File: config.mk
export PLATFORM = sky130hd
export DESIGN_NAME = adc78h90_poller
export DESIGN_NICKNAME = d
export VERILOG_FILES = /design/src/rtl/adc78h90_poller.sv
export SDC_FILE = /design/constraint.sdc
export NUM_CORES = 1
export LEC_CHECK = 0
export CORE_MARGIN = 5
export CORE_UTILIZATION = 28
export CTS_CLUSTER_DIAMETER = 80
export DETAILED_ROUTE_END_ITERATION = 10
export PLACE_DENSITY_LB_ADDON = 0.2
export SYNTH_ARGS = -nofsm -noshare
export SYNTH_HDL_FRONTEND = slang
export SYNTH_SLANG_ARGS = --single-unit
File: constraint.sdc
create_clock -name clk -period 6.1 [get_ports clk]
set_clock_uncertainty 0.05 [all_clocks]
set_input_delay 0.61 -clock clk [delete_from_list [all_inputs] [get_ports clk]]
set_output_delay 0.61 -clock clk [all_outputs]
set_load 0.005 [all_outputs]
File: src/rtl/adc78h90_poller.sv
// ----------------------------------------------------------------------------
// adc78h90_poller
//
// Free-running SPI master for the ADC78H90 8-channel 12-bit housekeeping ADC.
// Polls channels 0..NCH-1 round-robin. Each frame emits one result strobe
// carrying the channel and the 12-bit conversion. The ADC is pipelined by one
// frame: the data clocked out during a frame belongs to the channel addressed
// in the previous frame. So the first frame after reset or re-enable only
// primes the pipeline and does not strobe.
//
// Frame timing (clk cycles, nADCCS low = 34*CLK_DIV):
//   SETUP CLK_DIV | SHIFT 16 x (CLK_DIV low + CLK_DIV high) | HOLD CLK_DIV
//   followed by GAP_CYCLES with nADCCS high.
//
// Parameters
//   CLK_DIV     ADCCLK half-period in clk cycles (>= 2)
//   NCH         channels polled, 1..8
//   GAP_CYCLES  clk cycles nADCCS stays high between frames (>= 1)
//
// Ports
//   clk           system clock, rising edge
//   rst           synchronous active-high reset
//   enable        keep polling; sampled in IDLE and on the last GAP cycle
//   busy          high whenever the sequencer is not IDLE
//   result_valid  one-cycle strobe; result_ch/result_data valid this cycle
//   result_ch     channel the result belongs to (held between strobes)
//   result_data   12-bit straight-binary result (held between strobes)
//   nADCCS        ADC chip select, active low
//   ADCCLK        SPI clock, idles high
//   ADCMOSI       control word to ADC DIN
//   ADCMISO       ADC DOUT
// ----------------------------------------------------------------------------
module adc78h90_poller #(
    parameter int CLK_DIV    = 4,
    parameter int NCH        = 4,
    parameter int GAP_CYCLES = 16
) (
    input  logic        clk,
    input  logic        rst,
    input  logic        enable,
    output logic        busy,
    output logic        result_valid,
    output logic [2:0]  result_ch,
    output logic [11:0] result_data,
    output logic        nADCCS,
    output logic        ADCCLK,
    output logic        ADCMOSI,
    input  logic        ADCMISO
);

    typedef enum logic [2:0] {IDLE, SETUP, SHIFT, HOLD, GAP} state_t;

    localparam int CNT_MAX = (CLK_DIV > GAP_CYCLES) ? CLK_DIV : GAP_CYCLES;
    localparam int CW      = $clog2(CNT_MAX);
    localparam logic [CW-1:0] DIV_LAST = CW'(CLK_DIV - 1);
    localparam logic [CW-1:0] GAP_LAST = CW'(GAP_CYCLES - 1);
    localparam logic [2:0]    LAST_CH  = 3'(NCH - 1);

    state_t        state, state_d;
    logic [CW-1:0] cnt, cnt_d;          // cycle counter within the current phase
    logic [3:0]    bit_idx, bit_d;      // frame bit currently on ADCMOSI
    logic          sck_low, sck_low_d;  // SHIFT: 1 = low half of the bit period
    logic [2:0]    addr, addr_d;        // channel addressed by the current frame
    logic [2:0]    prev_addr, prev_addr_d;
    logic          primed, primed_d;
    // Only the last 12 DOUT bits are kept; the 4 leading bits shift out the top.
    logic [11:0]   cap, cap_d;
    logic          rv_d;
    logic [2:0]    rch_d;
    logic [11:0]   rdata_d;
    logic          ncs_d, sclk_d, mosi_d;
    logic [15:0]   frame;

    assign frame = {2'b00, addr, 11'b0};
    assign busy  = (state != IDLE);

    always_comb begin
        // NOTE: every signal gets a default before the case so no path leaves
        // it unassigned; that is what keeps this block free of latches.
        state_d     = state;
        cnt_d       = cnt;
        bit_d       = bit_idx;
        sck_low_d   = sck_low;
        addr_d      = addr;
        prev_addr_d = prev_addr;
        primed_d    = primed;
        cap_d       = cap;
        rv_d        = 1'b0;
        rch_d       = result_ch;
        rdata_d     = result_data;

        case (state)
            IDLE: begin
                if (enable) begin
                    state_d  = SETUP;
                    cnt_d    = '0;
                    primed_d = 1'b0;  // data of the first frame belongs to a stale address
                end
            end
            SETUP: begin
                if (cnt == DIV_LAST) begin
                    state_d   = SHIFT;
                    cnt_d     = '0;
                    sck_low_d = 1'b1;
                    bit_d     = 4'd15;
                end else begin
                    cnt_d = cnt + CW'(1);
                end
            end
            SHIFT: begin
                if (cnt == DIV_LAST) begin
                    cnt_d = '0;
                    if (sck_low) begin
                        // This edge raises ADCCLK: sample DOUT here.
                        sck_low_d = 1'b0;
                        cap_d     = {cap[10:0], ADCMISO};
                    end else if (bit_idx == 4'd0) begin
                        state_d = HOLD;
                    end else begin
                        // ADCCLK falls: present the next control bit.
                        sck_low_d = 1'b1;
                        bit_d     = bit_idx - 4'd1;
                    end
                end else begin
                    cnt_d = cnt + CW'(1);
                end
            end
            HOLD: begin
                if (cnt == DIV_LAST) begin
                    state_d = GAP;
                    cnt_d   = '0;
                    if (primed) begin
                        rv_d    = 1'b1;
                        rch_d   = prev_addr;
                        rdata_d = cap;
                    end
                    primed_d    = 1'b1;
                    prev_addr_d = addr;
                    addr_d      = (addr == LAST_CH) ? 3'd0 : addr + 3'd1;
                end else begin
                    cnt_d = cnt + CW'(1);
                end
            end
            GAP: begin
                if (cnt == GAP_LAST) begin
                    cnt_d   = '0;
                    state_d = enable ? SETUP : IDLE;
                end else begin
                    cnt_d = cnt + CW'(1);
                end
            end
            default: state_d = IDLE;
        endcase

        // Pin values are decoded from the next state and registered, so the
        // SPI pins come straight from flops and cannot glitch.
        ncs_d  = !(state_d == SETUP || state_d == SHIFT || state_d == HOLD);
        sclk_d = !(state_d == SHIFT && sck_low_d);
        case (state_d)
            SETUP:   mosi_d = frame[15];
            SHIFT:   mosi_d = frame[bit_d];
            default: mosi_d = 1'b0;
        endcase
    end

    // NOTE: sequential state uses non-blocking assignments so every flop
    // samples the pre-edge values regardless of statement order.
    always_ff @(posedge clk) begin
        if (rst) begin
            state        <= IDLE;
            cnt          <= '0;
            bit_idx      <= '0;
            sck_low      <= 1'b0;
            addr         <= 3'd0;
            prev_addr    <= 3'd0;
            primed       <= 1'b0;
            result_valid <= 1'b0;
            result_ch    <= 3'd0;
            result_data  <= 12'd0;
            nADCCS       <= 1'b1;
            ADCCLK       <= 1'b1;
            ADCMOSI      <= 1'b0;
        end else begin
            state        <= state_d;
            cnt          <= cnt_d;
            bit_idx      <= bit_d;
            sck_low      <= sck_low_d;
            addr         <= addr_d;
            prev_addr    <= prev_addr_d;
            primed       <= primed_d;
            result_valid <= rv_d;
            result_ch    <= rch_d;
            result_data  <= rdata_d;
            nADCCS       <= ncs_d;
            ADCCLK       <= sclk_d;
            ADCMOSI      <= mosi_d;
        end
    end

    // NOTE: the capture register is deliberately left out of reset: all 12
    // bits are overwritten by every frame before a strobe can read them.
    always_ff @(posedge clk) begin
        cap <= cap_d;
    end

endmodule
* Word-level counts from Yosys, hierarchy flattened *
Cells that the tools add are included.

operators by class
  $add $sub $neg = 3
  $lt $le $gt $ge = 1
  equal/unequal tests = 12
  mux-type cells = 30
  bitwise gates (word level) = 3
  reductions and logical operators = 18

operators with widths
  cell                   number
  $mux W4                7
  $mux W3                8
  $eq A3 B2 Y1 const B   5
  $pmux W3 S5            1
  $pmux W4 S3            1
  $mux W1                9
  $reduce_and A3 Y1      3
  $pmux W4 S2            1
  $eq A3 B1 Y1 const B   2
  $reduce_bool A3 Y1     2
  $reduce_or A3 Y1       2
  $lt A4 B5 Y1 const B   1
  $add A4 B1 Y4 const B  1
  $bmux W1 S4            1
  $eq A4 B2 Y1 const B   1
  $eq A4 B4 Y1 const B   1
  $logic_not A4 Y1       1
  $ne A2 B2 Y1 const B   2
  $pmux W1 S2            2
  $reduce_and A2 Y1      2
  $sub A4 B1 Y4 const B  1
  $add A3 B1 Y3 const B  1
  $eq A3 B3 Y1 const B   1
  $logic_not A3 Y1       1
  other kinds (6)        10

word-level totals
  bits in registers = 50

* Longest topological paths before layout *
Gate-level depths: netlist of the first run.

  depth in word-level cells = 9
  gate-level depth with buffers = 9

* Worst setup path before layout of the first run *
Ideal clock, no wire load.

  path type = reg-to-reg
  start point = register cnt[0]
  end point = register cap[0] (enable)
  library setup time = 396 ps
  data arrival time = 2036 ps
  data required time = 5654 ps
  slack = 3618 ps
  stages on the path, launching flop included = 5
  clock period less this slack = 2482 ps
  path through = dfxtp_1 > ha_1 > or4b_4 > buf_6 > nor3_1

between the ends
  word-level cells in the longest chain between the ends = 2

ends and longest elaborated chain
  element                      line  source
  from (decl)                  60    logic [CW-1:0] cnt, cnt_d;
  from (signal assigned)       185   cnt <= cnt_d;
  $eq A4 B2 Y1                 111   if (cnt == DIV_LAST) begin
  $reduce_and A3 Y1 (no line)  -
  to (signal assigned)         203   cap <= cap_d;
  to (decl)                    67    logic [11:0] cap, cap_d;

Every way passes these cells.
A chain may end at the register's enable or synchronous reset.

* Final worst setup path of the first run *
  start point = register cnt[0]
  end point = register ADCMOSI

between the ends
  word-level cells in the longest chain between the ends = 6
  elaborated cells between the ends (all ways) = 15
  classes of those cells = eq/ne (3); mux (10); bitwise (1); reduce/logical (1)

ends and longest elaborated chain
  element                                               line  source
  branches (longest 6 deep; another with $eq A4 B2 Y1)  -
  to (signal assigned)                                  196   ADCMOSI <= mosi_d;
  to (decl)                                             47    output logic ADCMOSI,

Several ways; the timed one is not identified. The select of a mux whose other input is x is not followed.

==> run_results.csv, run 1 <==
group,metric,value,unit
outcome,status,"finished clean",
synth,async_flop_share,0,%
sta,worst_pin_slew,671,ps
critical_path,cp-start-kind,"register",
floorplanning,start_util,28.5,%
power_and_ir_drop,power_density,231,mW/mm^2
critical_path,end_kind,"register",
floorplanning,rows,32,
clock_network,path_clk_slew,100,ps
clock_network,ctsResizeCount,0,
placement,port_buffers,23,
finish,nets,254,
route,drc,0,
critical_path,worst-setup-path-type,"reg2reg",
critical_path,critPathMaxStageDelay,600,ps
finish,diodes,0,
power_and_ir_drop,total_power,0.000592,W
synth,ys.flop_type,"dfxtp_1",
power_and_ir_drop,ir_drop,0.129,mV
run,cap_viol_max_count,0,
route,via_count,1649,
sta,finalCriticalPeriod,2560,ps
sta,tns,0,ps
placement,gp_congestion,0.795,
route,drtIter0Drc,64,
finish,syn_to_final_growth,16.9,%
synth,syn_area_per_cell,9.56,sq um
floorplanning,die_height,98.4,um
clock_network,tritoncts,"done",
global_route,grt_use_total,9.77,%
finish,mostFrequentLayoutCell,"nand2_1",
placement,dpl-instance-area,0.00246,sq mm
route,first_pass_iters,4,
synth,syn_area,0.00219,sq mm
placement,dp_hpwl,3090,um
synth,yosysSeqAreaShare,51.2,%
route,ant_nets,0,
synth,synth_top_family_by_area,"simple AND/OR/NAND/NOR gates",
sta,rsz0062_at_grt,"false",
global_route,first_global_vias,1553,
critical_path,crit_slowest_cell,"or4b_4",
global_route,overflow,0,
critical_path,cp_data_required_time,6250,ps
clock_network,cts_sinks,50,
clock_network,clk_path_buf_depth,2,
critical_path,arrival,2700,ps
synth,synthAdderAreaFrac,1.71,%
synth,synth_compound_area_share,14.7,%
synth,ys_types,52,
critical_path,critPathBufInv,0,
global_route,grt_pass1_wl,7750,um
clock_network,cts-root-buf,"clkbuf_8",
sta,setup_viol,0,
power_and_ir_drop,leakagePower,0.805,nW
clock_network,cts_buffers,5,
finish,num-fill-cells,838,
sta,whs,398,ps
clock_network,hold_buffers,0,
synth,ys_warn_count,0,
critical_path,critPathTopFamily,"simple AND/OR/NAND/NOR gates",
sta,slew-limit-headroom,55.3,%
finish,final_area,0.00256,sq mm
synth,muxShareOfSynthArea,0.457,%
clock_network,cts.htree.levels,2,
global_route,grt_max_degree,37,
worst_hold_path,hold_path.class,"reg2reg",
synth,ys_ff_latch,50,
route,wire_per_inst,13.1,um
sta,max_freq,391,MHz
clock_network,insertion_delay,300,ps
synth,synth-edff-count,12,
floorplanning,placeableCoreArea,0.00769,sq mm
finish,layout-drive-gt1-share,9.27,%
sta,finalHoldViolations,0,
critical_path,critical_path.cell_chain,"ha_1 > or4b_4 > nor3_1 > a311oi_1 > and4_1 > o2111a_1",
finish,most-common-layout-cells,"nand2_1, dfxtp_1, a21oi_1, clkdlybuf4s50_1, nor2_1",
critical_path,cp_max_fo,12,
synth,synthSimpleGateAreaFrac,25.9,%
sta,fin_crit_sh,41.9,%
route,viasPerCell,4.71,
floorplanning,pin_count,24,
floorplanning,die_w,98.4,um
synth,synthCells,229,
synth,yosys.area_share.xor_xnor,0.400,%
synth,syn-num-nets,236,
sta,drv_slew,0,
route,wl,4570,um
clock_network,cts_setup_buffers,0,
floorplanning,die-area,0.00969,sq mm
global_route,antenna_found_initial,0,
per-layer routing:
layer | track usage, % | part of all wire [%] | vias up
met1 | 13.4 | 51 | 782
met5 | 0 | 0 | -
li1 | - | - | 841
met4 | 2.84 | 1.4 | 0
met2 | 14.9 | 43 | 21
met3 | 3.04 | 3.9 | 5
cell families after synthesis:
logic type               Yosys count
AND/OR/NAND/NOR                  102
AO/OA/AOI/OAI                     53
flip-flops                        50
buffers and inverters             19
adder cells (fa/ha/maj)            3
XOR/XNOR                           1
multiplexers                       1
registers in the layout, summed over array words and instances, names as in the netlist:
name          cells
state             3
cnt               4
ADCCLK            1
cap              12
nADCCS            1
primed            1
ADCMOSI           1
result_ch         3
sck_low           1
bit_idx           4
result_data      12
prev_addr         3
addr              3
result_valid      1
path summary, 6_finish.rpt:
check,from,end,slack [ps],cells after the start
setup / recovery,cnt[0]$_SDFFE_PP0P_,ADCMOSI$_SDFF_PP0_,3540,6
hold / removal,cap[5]$_DFFE_PP_,cap[6]$_DFFE_PP_,400,0
setup reg to reg,cnt[0]$_SDFFE_PP0P_,ADCMOSI$_SDFF_PP0_,3540,6
hold reg to reg,cap[5]$_DFFE_PP_,cap[6]$_DFFE_PP_,400,0
metrics by stage:
stage	setup WS (ps)	instances	utilization, %
4_1_cts	3530	350	33.3
2_1_floorplan	3620	229	-
6_report	3540	350	33.3
5_1_grt	3330	350	33.3
3_3_place_gp	3570	342	32.0
3_5_place_dp	3560	342	32.0
cells in the mapped netlist (2+ instances only):
| library cell | instances | share of area [%] |
|---|---|---|
| nor4_4 | 2 | 1.9 |
| nand2_1 | 44 | 7.5 |
| nand3_1 | 6 | 1.4 |
| nor3_1 | 9 | 2.1 |
| buf_6 | 4 | 2.1 |
| nor2b_1 | 2 | 0.57 |
| and4_1 | 2 | 0.80 |
| nor2_1 | 15 | 2.6 |
| a21oi_1 | 29 | 6.6 |
| and3_1 | 2 | 0.57 |
| o21ai_0 | 8 | 1.8 |
| a221oi_1 | 2 | 0.80 |
| dfxtp_1 | 38 | 35 |
| a31oi_1 | 2 | 0.57 |
| ha_1 | 3 | 1.7 |
| inv_1 | 5 | 0.86 |
| buf_2 | 2 | 0.46 |
| buf_4 | 2 | 0.69 |
| edfxtp_1 | 12 | 16 |
| nand2b_1 | 4 | 1.1 |
| clkbuf_1 | 5 | 0.86 |
cell type report:
| class | count | area, sq um | share of cell area [%] |
|---|---|---|---|
| clock buffer | 6 | 82.6 | 3.23 |
| clock inverter | 2 | 16.3 | 0.636 |
| inverter | 5 | 18.8 | 0.733 |
| multi-input combinational | 160 | 947 | 37.0 |
| sequential | 50 | 1120 | 43.8 |
| tap | 102 | 128 | 4.99 |
| timing repair buffer | 25 | 245 | 9.58 |
where the power goes:
group          internal (W)   total, W  switching [W]
registers          0.000341   0.000349     0.00000772
logic             0.0000143  0.0000330      0.0000187
clock network     0.0000936   0.000210       0.000116
total              0.000449   0.000592       0.000143
Note: power is estimated with default switching activity, not from simulation.
==> run 2: changes to the inputs <==
==> constraint.sdc (replaced) <==
create_clock -name clk -period 2.6 [get_ports clk]
set_clock_uncertainty 0.05 [all_clocks]
set_input_delay 0.26 -clock clk [delete_from_list [all_inputs] [get_ports clk]]
set_output_delay 0.26 -clock clk [all_outputs]
set_load 0.005 [all_outputs]
==> run 2 against run 1 <==
  * First-iteration DRC count rose by 36%
  * Non-clock buffer count increased by 7
  * Via count increased by 1.2%
  * Wire length shrank 0.70%
  * Critical endpoint unchanged
==> run_results.csv, run 2 (synthesized netlist as in run 1, its figures left out) <==
group,metric,value,unit
clock_network,cts_buffers,5,
finish,regArea,0.00112,sq mm
clock_network,cts.htree.levels,2,
finish,fin_cells,357,
finish,num-fill-cells,809,
sta,setup_viol,0,
critical_path,reg2reg_slack,230,ps
floorplanning,die_w,98.4,um
route,first_pass_iters,4,
power_and_ir_drop,combPwrFrac,5.8,%
placement,dp_hpwl,3120,um
route,wl,4540,um
route,via_count,1669,
clock_network,path_clk_slew,90,ps
sta,worst_pin_slew,618,ps
sta,finalHoldViolations,0,
sta,max_freq,422,MHz
sta,timing.final.ws_setup,233,ps
critical_path,cp_data_required_time,2750,ps
critical_path,critPathBufInv,0,
critical_path,critical_path.cell_chain,"ha_1 > or4b_4 > nor3_1 > a311oi_1 > and4_1 > o2111a_1",
route,drt-met1-wl,2320,um
route,viasPerCell,4.68,
run,cap_viol_max_count,0,
critical_path,arrival,2520,ps
power_and_ir_drop,total_power,0.00136,W
outcome,status,"finished clean",
critical_path,cp-start-kind,"register",
power_and_ir_drop,ir_drop,0.275,mV
clock_network,ctsResizeCount,0,
critical_path,crit_slowest_cell,"or4b_4",
global_route,grt_use_total,9.75,%
clock_network,tritoncts,"done",
finish,nets,261,
power_and_ir_drop,power_switching,0.000333,W
power_and_ir_drop,switching_share,24.5,%
critical_path,end_kind,"register",
global_route,grt_pass1_wl,7730,um
floorplanning,pin_count,24,
sta,drv_slew,0,
sta,slew-limit-headroom,58.8,%
power_and_ir_drop,clkPwrFrac,33.9,%
route,wl_met2,1980,um
finish,layout-drive-gt1-share,11.8,%
clock_network,clk_path_buf_depth,2,
global_route,grt_max_degree,36,
power_and_ir_drop,p_int,0.00102,W
power_and_ir_drop,power_density,521,mW/mm^2
sta,whs,407,ps
finish,most-common-layout-cells,"nand2_1, dfxtp_1, a21oi_1, clkdlybuf4s50_1, nor2_1",
route,wire_per_inst,12.7,um
route,ant_nets,0,
sta,finalCriticalPeriod,2370,ps
route,route.met3.wl,166,um
global_route,first_global_vias,1584,
route,drtIter0Drc,87,
worst_hold_path,hold_path.class,"reg2reg",
placement,port_buffers,23,
floorplanning,die-area,0.00969,sq mm
global_route,antenna_found_initial,0,
route,dr.max_layer_used,"met4",
critical_path,worst-setup-path-type,"reg2reg",
floorplanning,rows,32,
global_route,overflow,0,
floorplanning,placeableCoreArea,0.00769,sq mm
sta,tns,0,ps
clock_network,hold_buffers,0,
floorplanning,start_util,28.5,%
power_and_ir_drop,leakagePower,0.838,nW
critical_path,critPathMaxStageDelay,590,ps
clock_network,cts_setup_buffers,0,
sta,fin_crit_sh,91.0,%
finish,diodes,0,
placement,dp_cells,349,
critical_path,cp_max_fo,8,
finish,multi_input_area,947,sq um
route,drc,0,
clock_network,cts_sinks,50,
clock_network,insertion_delay,300,ps
clock_network,cts-root-buf,"clkbuf_8",
placement,pre_cts_ws,266,ps
power_and_ir_drop,pwr-share-seq,60.3,%
placement,gp_congestion,0.824,
critical_path,critPathTopFamily,"simple AND/OR/NAND/NOR gates",
finish,mostFrequentLayoutCell,"nand2_1",
finish,reg_top3,"cap: 12 flops, result_data: 12 flops",
sta,rsz0062_at_grt,"false",
floorplanning,die_height,98.4,um
finish,syn_to_final_growth,18.9,%
run 2: final cells by class:
type                    instances  area share [%]
repair buffers                 32            11.4
flip-flops and latches         50            43.1
clock inverters                 3           0.817
well taps                     102            4.90
clock buffers                   5            2.64
multi-input cells             160            36.4
inverters                       5           0.721
run 2: per-stage QoR:
stage / utilization, % / area, sq um
2_1_floorplan: - / 2190
3_3_place_gp: 32.7 / 2510
3_5_place_dp: 32.7 / 2510
4_1_cts: 33.9 / 2600
5_1_grt: 33.9 / 2600
6_report: 33.9 / 2600
run 2: final timing paths:
check	cells after the start	start	endpoint
hold / removal	2	prev_addr[0]$_SDFFE_PP0P_	result_ch[0]$_SDFFE_PP0P_
setup / recovery	6	cnt[0]$_SDFFE_PP0P_	ADCMOSI$_SDFF_PP0_
hold reg to reg	2	prev_addr[0]$_SDFFE_PP0P_	result_ch[0]$_SDFFE_PP0P_
setup reg to reg	6	cnt[0]$_SDFFE_PP0P_	ADCMOSI$_SDFF_PP0_
run 2: metal layers:
| metal | vias up | global-route usage [%] |
|---|---|---|
| met2 | 24 | 14.9 |
| met3 | 6 | 2.26 |
| li1 | 863 | - |
| met1 | 776 | 13.5 |
| met4 | 0 | 3.47 |
| met5 | - | 0 |
run 2: power by group through the flow:
stage               registers (W)  clock network [W]   logic, W
floorplan                0.000829                  0  0.0000597
detailed placement       0.000836                  0  0.0000789
finish                   0.000818           0.000460  0.0000784
global route             0.000821           0.000509  0.0000878
global placement         0.000837                  0  0.0000794
CTS                      0.000818           0.000477  0.0000793
run 2: worst register-to-register path: stages, from the launching register on:
cell and delay, ps:
dfxtp_1 380, ha_1 310, or4b_4 590, nor3_1 270, a311oi_1 210, and4_1 230, o2111a_1 240
